--- src/rtl/timer_controller_if.sv ---
// Button inputs and display-facing outputs of the HH:MM:SS timer controller.
// The master side drives the buttons; the controller is the slave.
interface timer_controller_if;
  logic       i_btn_start;
  logic       i_btn_mode;
  logic       i_btn_inc;
  logic       i_btn_clr;
  logic [6:0] o_hours;
  logic [5:0] o_minutes;
  logic [5:0] o_seconds;
  logic       o_running;
  logic [2:0] o_edit_mask;
  logic       o_blink_phase;
  logic       o_tick;

  modport master (
    output i_btn_start, i_btn_mode, i_btn_inc, i_btn_clr,
    input  o_hours, o_minutes, o_seconds, o_running, o_edit_mask, o_blink_phase, o_tick
  );

  modport slave (
    input  i_btn_start, i_btn_mode, i_btn_inc, i_btn_clr,
    output o_hours, o_minutes, o_seconds, o_running, o_edit_mask, o_blink_phase, o_tick
  );
endinterface

--- src/rtl/timer_controller.sv ---
// Run/pause/set control FSM for the HH:MM:SS timer: button edge detection,
// time registers, 1 Hz prescaler and blink generator for the field being edited.
module timer_controller #(
  parameter logic [31:0] CLK_FREQ = 32'd50_000_000,
  parameter logic [31:0] BLINK_HZ = 32'd2
) (
  input  logic              i_clk,
  input  logic              i_rst,
  timer_controller_if.slave bus
);

  localparam logic [31:0] PRESC_LAST = CLK_FREQ - 32'd1;
  localparam logic [31:0] BLINK_HALF = CLK_FREQ / (32'd2 * BLINK_HZ);
  localparam logic [31:0] BLINK_LAST = (BLINK_HALF > 32'd0) ? BLINK_HALF - 32'd1 : 32'd0;

  typedef enum logic [2:0] {ST_IDLE, ST_RUN, ST_SET_H, ST_SET_M, ST_SET_S} state_t;

  state_t      state_q, state_d;
  logic [6:0]  hours_q, hours_d;
  logic [5:0]  minutes_q, minutes_d;
  logic [5:0]  seconds_q, seconds_d;
  logic [31:0] presc_q, presc_d;
  logic [31:0] blink_cnt_q, blink_cnt_d;
  logic        phase_q, phase_d;
  logic        tick_q, tick_d;
  logic        running_q, running_d;
  logic [2:0]  mask_q, mask_d;
  logic [3:0]  btn_prev_q;
  logic [3:0]  btn_s, rise_s;
  logic        do_clr, do_start, do_mode, do_inc;

  // Bit order {clr, start, mode, inc} doubles as the priority order.
  assign btn_s    = {bus.i_btn_clr, bus.i_btn_start, bus.i_btn_mode, bus.i_btn_inc};
  assign rise_s   = btn_s & ~btn_prev_q;
  assign do_clr   = rise_s[3];
  assign do_start = rise_s[2] & ~rise_s[3];
  assign do_mode  = rise_s[1] & ~(|rise_s[3:2]);
  assign do_inc   = rise_s[0] & ~(|rise_s[3:1]);

  // State register and all datapath registers.
  always_ff @(posedge i_clk or negedge i_rst) begin
    if (!i_rst) begin
      state_q     <= ST_IDLE;
      hours_q     <= 7'd0;
      minutes_q   <= 6'd0;
      seconds_q   <= 6'd0;
      presc_q     <= 32'd0;
      blink_cnt_q <= 32'd0;
      phase_q     <= 1'b0;
      tick_q      <= 1'b0;
      running_q   <= 1'b0;
      mask_q      <= 3'b000;
      btn_prev_q  <= 4'b1111;
    end else begin
      state_q     <= state_d;
      hours_q     <= hours_d;
      minutes_q   <= minutes_d;
      seconds_q   <= seconds_d;
      presc_q     <= presc_d;
      blink_cnt_q <= blink_cnt_d;
      phase_q     <= phase_d;
      tick_q      <= tick_d;
      running_q   <= running_d;
      mask_q      <= mask_d;
      btn_prev_q  <= btn_s;
    end
  end

  // Next-state, time update, blink and output decode.
  always_comb begin
    state_d     = state_q;
    hours_d     = hours_q;
    minutes_d   = minutes_q;
    seconds_d   = seconds_q;
    presc_d     = presc_q;
    tick_d      = 1'b0;
    blink_cnt_d = 32'd0;
    phase_d     = 1'b0;
    running_d   = 1'b0;
    mask_d      = 3'b000;

    if (do_clr) begin
      state_d   = ST_IDLE;
      hours_d   = 7'd0;
      minutes_d = 6'd0;
      seconds_d = 6'd0;
      presc_d   = 32'd0;
    end else begin
      case (state_q)
        ST_IDLE: begin
          if (do_start)     state_d = ST_RUN;
          else if (do_mode) state_d = ST_SET_H;
          else              state_d = ST_IDLE;
        end
        ST_RUN: begin
          if (do_start) begin
            state_d = ST_IDLE;
          end else if (presc_q == PRESC_LAST) begin
            presc_d = 32'd0;
            tick_d  = 1'b1;
            // Full carry chain resolves in this one cycle.
            if (seconds_q == 6'd59) begin
              seconds_d = 6'd0;
              if (minutes_q == 6'd59) begin
                minutes_d = 6'd0;
                hours_d   = (hours_q == 7'd99) ? 7'd0 : hours_q + 7'd1;
              end else begin
                minutes_d = minutes_q + 6'd1;
              end
            end else begin
              seconds_d = seconds_q + 6'd1;
            end
          end else begin
            presc_d = presc_q + 32'd1;
          end
        end
        ST_SET_H: begin
          if (do_start)     state_d = ST_RUN;
          else if (do_mode) state_d = ST_SET_M;
          else if (do_inc)  hours_d = (hours_q == 7'd99) ? 7'd0 : hours_q + 7'd1;
          else              state_d = ST_SET_H;
        end
        ST_SET_M: begin
          if (do_start)     state_d   = ST_RUN;
          else if (do_mode) state_d   = ST_SET_S;
          else if (do_inc)  minutes_d = (minutes_q == 6'd59) ? 6'd0 : minutes_q + 6'd1;
          else              state_d   = ST_SET_M;
        end
        ST_SET_S: begin
          if (do_start)     state_d   = ST_RUN;
          else if (do_mode) state_d   = ST_IDLE;
          else if (do_inc)  seconds_d = (seconds_q == 6'd59) ? 6'd0 : seconds_q + 6'd1;
          else              state_d   = ST_SET_S;
        end
        default: state_d = ST_IDLE;
      endcase
    end

    // Blink restarts visible on entry from IDLE and free-runs across SET fields.
    if (state_d inside {ST_SET_H, ST_SET_M, ST_SET_S}) begin
      if (state_q == ST_IDLE) begin
        blink_cnt_d = 32'd0;
        phase_d     = 1'b1;
      end else if (blink_cnt_q == BLINK_LAST) begin
        blink_cnt_d = 32'd0;
        phase_d     = ~phase_q;
      end else begin
        blink_cnt_d = blink_cnt_q + 32'd1;
        phase_d     = phase_q;
      end
    end else begin
      blink_cnt_d = 32'd0;
      phase_d     = 1'b0;
    end

    case (state_d)
      ST_RUN:   running_d = 1'b1;
      ST_SET_H: mask_d    = 3'b100;
      ST_SET_M: mask_d    = 3'b010;
      ST_SET_S: mask_d    = 3'b001;
      default:  mask_d    = 3'b000;
    endcase
  end

  assign bus.o_hours       = hours_q;
  assign bus.o_minutes     = minutes_q;
  assign bus.o_seconds     = seconds_q;
  assign bus.o_running     = running_q;
  assign bus.o_edit_mask   = mask_q;
  assign bus.o_blink_phase = phase_q;
  assign bus.o_tick        = tick_q;

endmodule

--- src/flat_wrapper.sv ---
// flat-port wrapper written by rule: the top's interface ports become plain ports
module timer_controller_flat 
#(
  parameter logic [31:0] CLK_FREQ = 32'd50_000_000,
  parameter logic [31:0] BLINK_HZ = 32'd2
)
  (i_clk, i_rst, bus_i_btn_start, bus_i_btn_mode, bus_i_btn_inc, bus_i_btn_clr, bus_o_hours, bus_o_minutes, bus_o_seconds, bus_o_running, bus_o_edit_mask, bus_o_blink_phase, bus_o_tick);
  timer_controller_if bus_i ();
  input  logic i_clk;
  input  logic i_rst;
  input wire logic [$bits(bus_i.i_btn_start)-1:0] bus_i_btn_start;
  input wire logic [$bits(bus_i.i_btn_mode)-1:0] bus_i_btn_mode;
  input wire logic [$bits(bus_i.i_btn_inc)-1:0] bus_i_btn_inc;
  input wire logic [$bits(bus_i.i_btn_clr)-1:0] bus_i_btn_clr;
  output wire logic [$bits(bus_i.o_hours)-1:0] bus_o_hours;
  output wire logic [$bits(bus_i.o_minutes)-1:0] bus_o_minutes;
  output wire logic [$bits(bus_i.o_seconds)-1:0] bus_o_seconds;
  output wire logic [$bits(bus_i.o_running)-1:0] bus_o_running;
  output wire logic [$bits(bus_i.o_edit_mask)-1:0] bus_o_edit_mask;
  output wire logic [$bits(bus_i.o_blink_phase)-1:0] bus_o_blink_phase;
  output wire logic [$bits(bus_i.o_tick)-1:0] bus_o_tick;
  assign bus_i.i_btn_start = bus_i_btn_start;
  assign bus_i.i_btn_mode = bus_i_btn_mode;
  assign bus_i.i_btn_inc = bus_i_btn_inc;
  assign bus_i.i_btn_clr = bus_i_btn_clr;
  assign bus_o_hours = bus_i.o_hours;
  assign bus_o_minutes = bus_i.o_minutes;
  assign bus_o_seconds = bus_i.o_seconds;
  assign bus_o_running = bus_i.o_running;
  assign bus_o_edit_mask = bus_i.o_edit_mask;
  assign bus_o_blink_phase = bus_i.o_blink_phase;
  assign bus_o_tick = bus_i.o_tick;
  timer_controller #(.CLK_FREQ(CLK_FREQ), .BLINK_HZ(BLINK_HZ)) u_core (.i_clk(i_clk), .i_rst(i_rst), .bus(bus_i));
endmodule
--- config.mk ---
export PLATFORM = sky130hd
export DESIGN_NAME = timer_controller_flat
export DESIGN_NICKNAME = d
export VERILOG_FILES = /design/src/rtl/timer_controller_if.sv /design/src/rtl/timer_controller.sv /design/src/flat_wrapper.sv
export SDC_FILE = /design/constraint.sdc
export NUM_CORES = 1
export LEC_CHECK = 0
export ABC_AREA = 1
export BUFFER_PORTS_ARGS = -buffer_cell sky130_fd_sc_hd__buf_2
export CORE_MARGIN = 2
export CORE_UTILIZATION = 43
export DETAILED_ROUTE_END_ITERATION = 16
export GPL_ROUTABILITY_DRIVEN = 0
export SETUP_SLACK_MARGIN = 0.3
export SYNTH_ARGS = -nofsm -noshare
export SYNTH_HDL_FRONTEND = slang
export SYNTH_SLANG_ARGS = --single-unit
--- constraint.sdc ---
create_clock -name i_clk -period 1.6 [get_ports i_clk]
set_input_delay 0 -clock i_clk [delete_from_list [all_inputs] [get_ports i_clk]]
set_output_delay 0 -clock i_clk [all_outputs]
set_load 0.05 [all_outputs]
==> flow_summary.yaml, run 1 <==
drt:
  dr_wl_met2_mm: 9.892
  via_per_inst: 5.277
  drc_errors: 0
  wirelength_mm: 20.69
  wire_per_inst_um: 15.25
  maxUsedRoutingLayer: "met4"
  drt-met1-wl_mm: 8.767
  dr.pass1.iters: 5
  drtAntennaViolNets: 0
  met3_length_mm: 1.043
  drt_first_iter_violations: 730
  vias: 7161
worst_setup_path:
  rrSetupSlack_ps: -110
  worst-r2r-cell-count: 10
  timing.rr.end: "u_core.blink_cnt_q[25]"
  crit_type: "register to register"
  critPathMaxFanout: 8
  crit_arrival_ps: 1970
  r2r_start: "u_core.btn_prev_q[3]"
  required_ps: 1850
  crit_path_start_kind: "register"
  crit_path_end_kind: "register"
synthesis:
  async_reset_ff_share_pct: 100.0
  synth_largest_area_cell: "dfrtp_1"
  synth-seq-cells: 96
  ys_top_cells_by_area: "dfrtp_1 (36%), nand2_1 (16%), nor2_1 (9.9%)"
  seq_area_frac_synth_pct: 37.40
  netlist.area_leader.share_pct: 35.76
  synth.most_common_cell: "nand2_1"
  netlist_instances: 967
  synth_commonest_cells: "nand2_1 (267), nor2_1 (170), inv_1 (101)"
  yosysWarnings: 0
  synth_nets: 978
  synth_area_mm2: 0.006437
  synth.avg_cell_area_um2: 6.657
  synth-edff-count: 0
  ys_types: 39
  ys.flop_type: "dfrtp_1"
sta:
  drv_slew: 0
  grt_setup_unrepaired: "yes"
  hold_violations: 0
  fin_ws_ps: -112.6
  fin_skew_ps: 9.686
  max_freq_mhz: 583.9
  slew_headroom_pct: 73.34
  fin_setup_tns_ps: -4661
  worst_slew_pin_slew_ps: 399.9
  setup_viol: 78
  fin_crit_sh_pct: 107.0
  finalCriticalPeriod_ps: 1713
grt:
  grt_max_degree: 30
  overflow: 0
  antenna_found_initial: 0
  grt_pass1_vias: 6836
  track_usage_pct: 25.64
  grt_pass1_wl_mm: 33.25
die:
  core_mm2: 0.01459
  dieArea_mm2: 0.01597
  fp.dieW_um: 126.4
  start_util_pct: 44.13
  rows: 44
  die_h_um: 126.4
  io_pins: 31
cts:
  cts_sinks: 96
  tritoncts: "built"
  cts_buffer_depth: 2
  worstSkewPairLatency_ps: 350
  cts_max_level: 3
  root_buffer: "clkbuf_16"
  path_clk_slew_ps: 70
  cts_buffers: 9
final_layout:
  nNetsFinal: 1179
  register_area_mm2: 0.002417
  drive_gt1_share_pct: 41.01
  finish.utilization_pct: 66.36
  multi_input_area_mm2: 0.004461
  area_growth_pct: 50.40
  fill_cells: 1220
  antenna_cells: 0
  finalNonFillerCells: 1357
job:
  maxCapViolations: 0
hold_path:
  worstHoldStart: "bus_i_btn_start"
  hold_class: "input pin to register"
  min_to: "u_core.bus.o_tick"
  hold_depth: 4
status:
  outcome: "finished, violations left"
  failed_checks: "negative setup slack"
place:
  dp.cells: 1300
  post-dp-hpwl_mm: 14.05
  portBuffers: 30
power:
  p_leak_nw: 4.850
  power.density_mw_per_mm2: 1012
  irDropWorstVdd_mv: 1.093
==> registers in the layout, indices dropped and copies added, names as in the netlist <==
register	flops
u_core.blink_cnt_q	32
u_core.presc_q	32
u_core.bus.o_hours	7
u_core.bus.o_minutes	6
u_core.bus.o_seconds	6
u_core.btn_prev_q	4
u_core.bus.o_edit_mask	3
u_core.state_q	3
u_core.bus.o_blink_phase	1
u_core.bus.o_running	1
u_core.bus.o_tick	1
==> layout make-up <==
class | count | area share [%]
Clock buffer | 10 | 2.468
Clock inverter | 6 | 1.163
Inverter | 134 | 5.622
Multi-Input combinational cell | 727 | 46.07
Sequential cell | 96 | 24.97
Tap cell | 184 | 2.378
Timing Repair Buffer | 198 | 17.10
Timing Repair inverter | 2 | 0.2326
==> timing repair <==
action,CTS,global route
hold endpoints to repair,86,0
resized for setup,125,91
hold buffers,5,0
endpoints found under the setup margin,91,91
pin swaps,40,32
setup buffers,13,14
gates cloned,5,4
==> how the worst max path moves through the flow <==
| stage | cells past startpoint | from | to | slack, ps |
|---|---|---|---|---|
| floorplan | 7 | u_core.bus.o_seconds[0] | u_core.bus.o_hours[5] | -100 |
| global placement | 10 | u_core.btn_prev_q[3] | u_core.blink_cnt_q[21] | -40 |
| detailed placement | 10 | u_core.btn_prev_q[3] | u_core.blink_cnt_q[17] | -80 |
| CTS | 10 | u_core.presc_q[0] | u_core.bus.o_hours[0] | -30 |
| global route | 8 | u_core.presc_q[4] | u_core.presc_q[23] | -190 |
| finish | 10 | u_core.btn_prev_q[3] | u_core.blink_cnt_q[25] | -110 |
==> report_power, final <==
group	total (mW)	internal (mW)	switching, mW
Sequential	2.91	2.69	0.220
Clock	2.58	1.58	0.998
Combinational	4.30	1.54	2.76
==> metal layers <==
metal / up-vias / GRT usage, %
met2: 268 / 41.90
met5: - / 0
li1: 3494 / -
met3: 88 / 3.796
met4: 0 / 11.05
met1: 3311 / 34.03
==> cells by family (layout without fill, tap and decap cells) <==
group	after synthesis	after routing	share of synthesized area [%]
buffers and inverters	148	350	9.252
adders and majority gates	5	5	0.9718
xor gates and xnor gates	17	17	2.313
DFF	96	96	37.40
AOI/OAI and AO/OA	45	45	4.334
and+or+nand+nor	656	660	45.73
==> worst max-delay path: stages, from the launching register on <==
cell and delay, ps:
dfstp_2 570, inv_4 60, nand2_8 70, nand3_4 120, nand2_4 120, nand3_4 90, nand2_4 100, nand3b_4 150
clkbuf_16 240, nand2_2 70, inv_2 20
==> through the flow <==
stage                     area [um2]  worst slack (ps)  power (mW)  hold WS [ps]
after CTS                       9178            -32.33       9.456         15.78
after global routing            9682            -187.6       10.32         43.82
after detailed placement        8060            -81.78       6.341        -36.11
final                           9682            -112.6       9.794         44.74
after floorplan                 6758            -97.57       5.294        -295.6
after global placement          8060            -44.27       6.327        -40.71
==> cell usage in the layout, fill, tap and decap left out, types with 9 or more instances in the layout <==
master,instances
nor3_2,18
o21ai_1,13
nand2_1,218
clkbuf_16,11
nand2_4,42
nand2_2,29
buf_12,9
nor2_1,124
xor2_1,13
o21ai_2,10
nand4_1,46
nor2_4,23
inv_1,82
buf_4,138
nand3_2,15
nor3_1,15
inv_2,43
buf_2,29
buf_6,13
nand3_1,65
dfrtp_1,84
nor2_2,36
(Power assumes the default switching activity.)
==> run 2, diff against run 1 <==
CORE_UTILIZATION = 29   (was 43)
==> run 2 against run 1 <==
- the run still ends with negative setup slack left
- fmax increased by 3.1%
- worst setup slack improved by 51 ps
- critical path depth is the same
- design area down 1.9%
- register-to-register slack gained 50 ps
- clock power down 16%
- largest cell class unchanged
- largest power group unchanged
==> flow_summary.yaml, run 2 (synthesis results as in run 1) <==
status:
  outcome: "finished, violations left"
  failed_checks: "negative setup slack"
worst_setup_path:
  r2r_start: "u_core.btn_prev_q[3]"
  crit_path_start_kind: "register"
  path_common_cell: "nand2_4"
  slowest_stage: "dfstp_2"
  crit_chain: "inv_2, nand2_4, nand3_4, nand2_4, nand3_2, nand2_2, buf_6, nand2_8, nor2_4, nor2_1"
  crit_arrival_ps: 1900
  cp-startpoint: "u_core.btn_prev_q[3]"
  required_ps: 1840
  crit_path_end_kind: "register"
  critPathMaxFanout: 6
  timing.rr.end: "u_core.blink_cnt_q[17]"
  rrSetupSlack_ps: -60
  max_stage_delay_ps: 540
  worst-r2r-cell-count: 10
  crit_type: "register to register"
cts:
  cts_max_level: 3
  cts_buffer_depth: 2
  path_clk_slew_ps: 80
  cts_buffers: 9
  tritoncts: "built"
  root_buffer: "clkbuf_16"
  worstSkewPairLatency_ps: 360
  cts_sinks: 96
drt:
  via_per_inst: 4.663
  drc_errors: 0
  vias: 6790
  dr.pass1.iters: 5
  wire_per_inst_um: 13.20
  drtAntennaViolNets: 0
  wirelength_mm: 19.22
  drt_first_iter_violations: 437
sta:
  fin_ws_ps: -61.18
  max_freq_mhz: 602.0
  worst_slew_pin_slew_ps: 456.4
  grt_setup_unrepaired: "yes"
  setup_viol: 56
  fin_crit_sh_pct: 103.8
  hold_violations: 0
  fin_skew_ps: 9.710
  slew_headroom_pct: 69.58
  finalCriticalPeriod_ps: 1661
  hold_ws_ps: 69.20
  drv_slew: 0
die:
  fp.dieW_um: 153.0
  dieArea_mm2: 0.02341
  die_h_um: 153.0
  start_util_pct: 29.50
  io_pins: 31
  rows: 54
  core_mm2: 0.02182
final_layout:
  antenna_cells: 0
  final_cell_mix: "nand2_1 (220), buf_4 (138), nor2_1 (134)"
  finalNonFillerCells: 1456
  register_area_mm2: 0.002416
  multi_input_area_mm2: 0.004259
  final_common_cell: "nand2_1"
  design_area_mm2: 0.009499
  area_growth_pct: 47.56
  drive_gt1_share_pct: 39.20
  nNetsFinal: 1182
  fill_cells: 2156
grt:
  grt_pass1_vias: 6574
  grt_pass1_wl_mm: 32.05
  antenna_found_initial: 0
  track_usage_pct: 16.68
  grt_max_degree: 33
  overflow: 0
place:
  portBuffers: 30
  placed_area_mm2: 0.008225
  dp.cells: 1402
  preCtsSetupSlack_ps: -134.4
  post-dp-hpwl_mm: 14.30
hold_path:
  hold_depth: 4
  hold_class: "input pin to register"
  worstHoldStart: "bus_i_btn_start"
  min_to: "u_core.bus.o_edit_mask[0]"
job:
  maxCapViolations: 0
power:
  power.density_mw_per_mm2: 964.4
  p_leak_nw: 4.473
  irDropWorstVdd_mv: 0.8576
  finalPower_mw: 9.161
run 2: cell types whose count changed in the layout (fill, tap and decap cells not counted), sizes merged:
cell      delta
inv          +3
bufinv       -3
buf          +8
clkbuf       -1
clkinvlp     -1
bufbuf       -1
nand2        -2
run 2: power breakdown:
| group | leakage [nW] | switching (mW) | internal [mW] |
|---|---|---|---|
| sequential | 1.30 | 0.223 | 2.69 |
| clock | 0.142 | 1.04 | 1.12 |
| combinational | 3.03 | 2.60 | 1.47 |
run 2: layout make-up:
| class | count | area share [%] |
|---|---|---|
| Sequential cell | 96 | 25.43 |
| Inverter | 134 | 5.664 |
| Clock buffer | 11 | 2.555 |
| Clock inverter | 5 | 0.4610 |
| Tap cell | 280 | 3.688 |
| Timing Repair Buffer | 203 | 17.23 |
| Multi-Input combinational cell | 725 | 44.84 |
| Timing Repair inverter | 2 | 0.1317 |
run 2: stage by stage:
stage	utilization (%)	TNS (ps)
2_1_floorplan	-	-1212
3_3_place_gp	37.69	-477.1
4_1_cts	41.97	-816.8
5_1_grt	43.53	-7837
3_5_place_dp	37.69	-1413
6_report	43.53	-1364
run 2: critical path, delay by kind of cell, from the launching register on:
family	cells	cell delay [ps]
simple gates	8	840
flops	1	540
buf+inv	2	160
run 2: routing by layer:
layer	vias up	GRT usage (%)	part of all wire, %
li1	3493	-	-
met1	3136	22.06	46
met2	136	28.10	49
met3	25	2.779	3.9
met4	0	4.938	1.8
met5	-	0	0
run 2: worst max-delay path by stage:
stage | end | cells after the start
2_1_floorplan | u_core.bus.o_hours[5] | 7
3_3_place_gp | u_core.presc_q[20] | 10
3_5_place_dp | u_core.presc_q[20] | 10
4_1_cts | u_core.blink_cnt_q[19] | 10
5_1_grt | u_core.blink_cnt_q[17] | 10
6_report | u_core.blink_cnt_q[17] | 10
run 2: timing repair:
action | in CTS | in global routing
setup endpoints to repair | 91 | 91
resized for setup | 96 | 83
hold buffers | 5 | 0
setup buffers | 21 | 7
gates cloned | 5 | 0
endpoints found under the hold margin | 71 | 0
pin swaps | 32 | 22
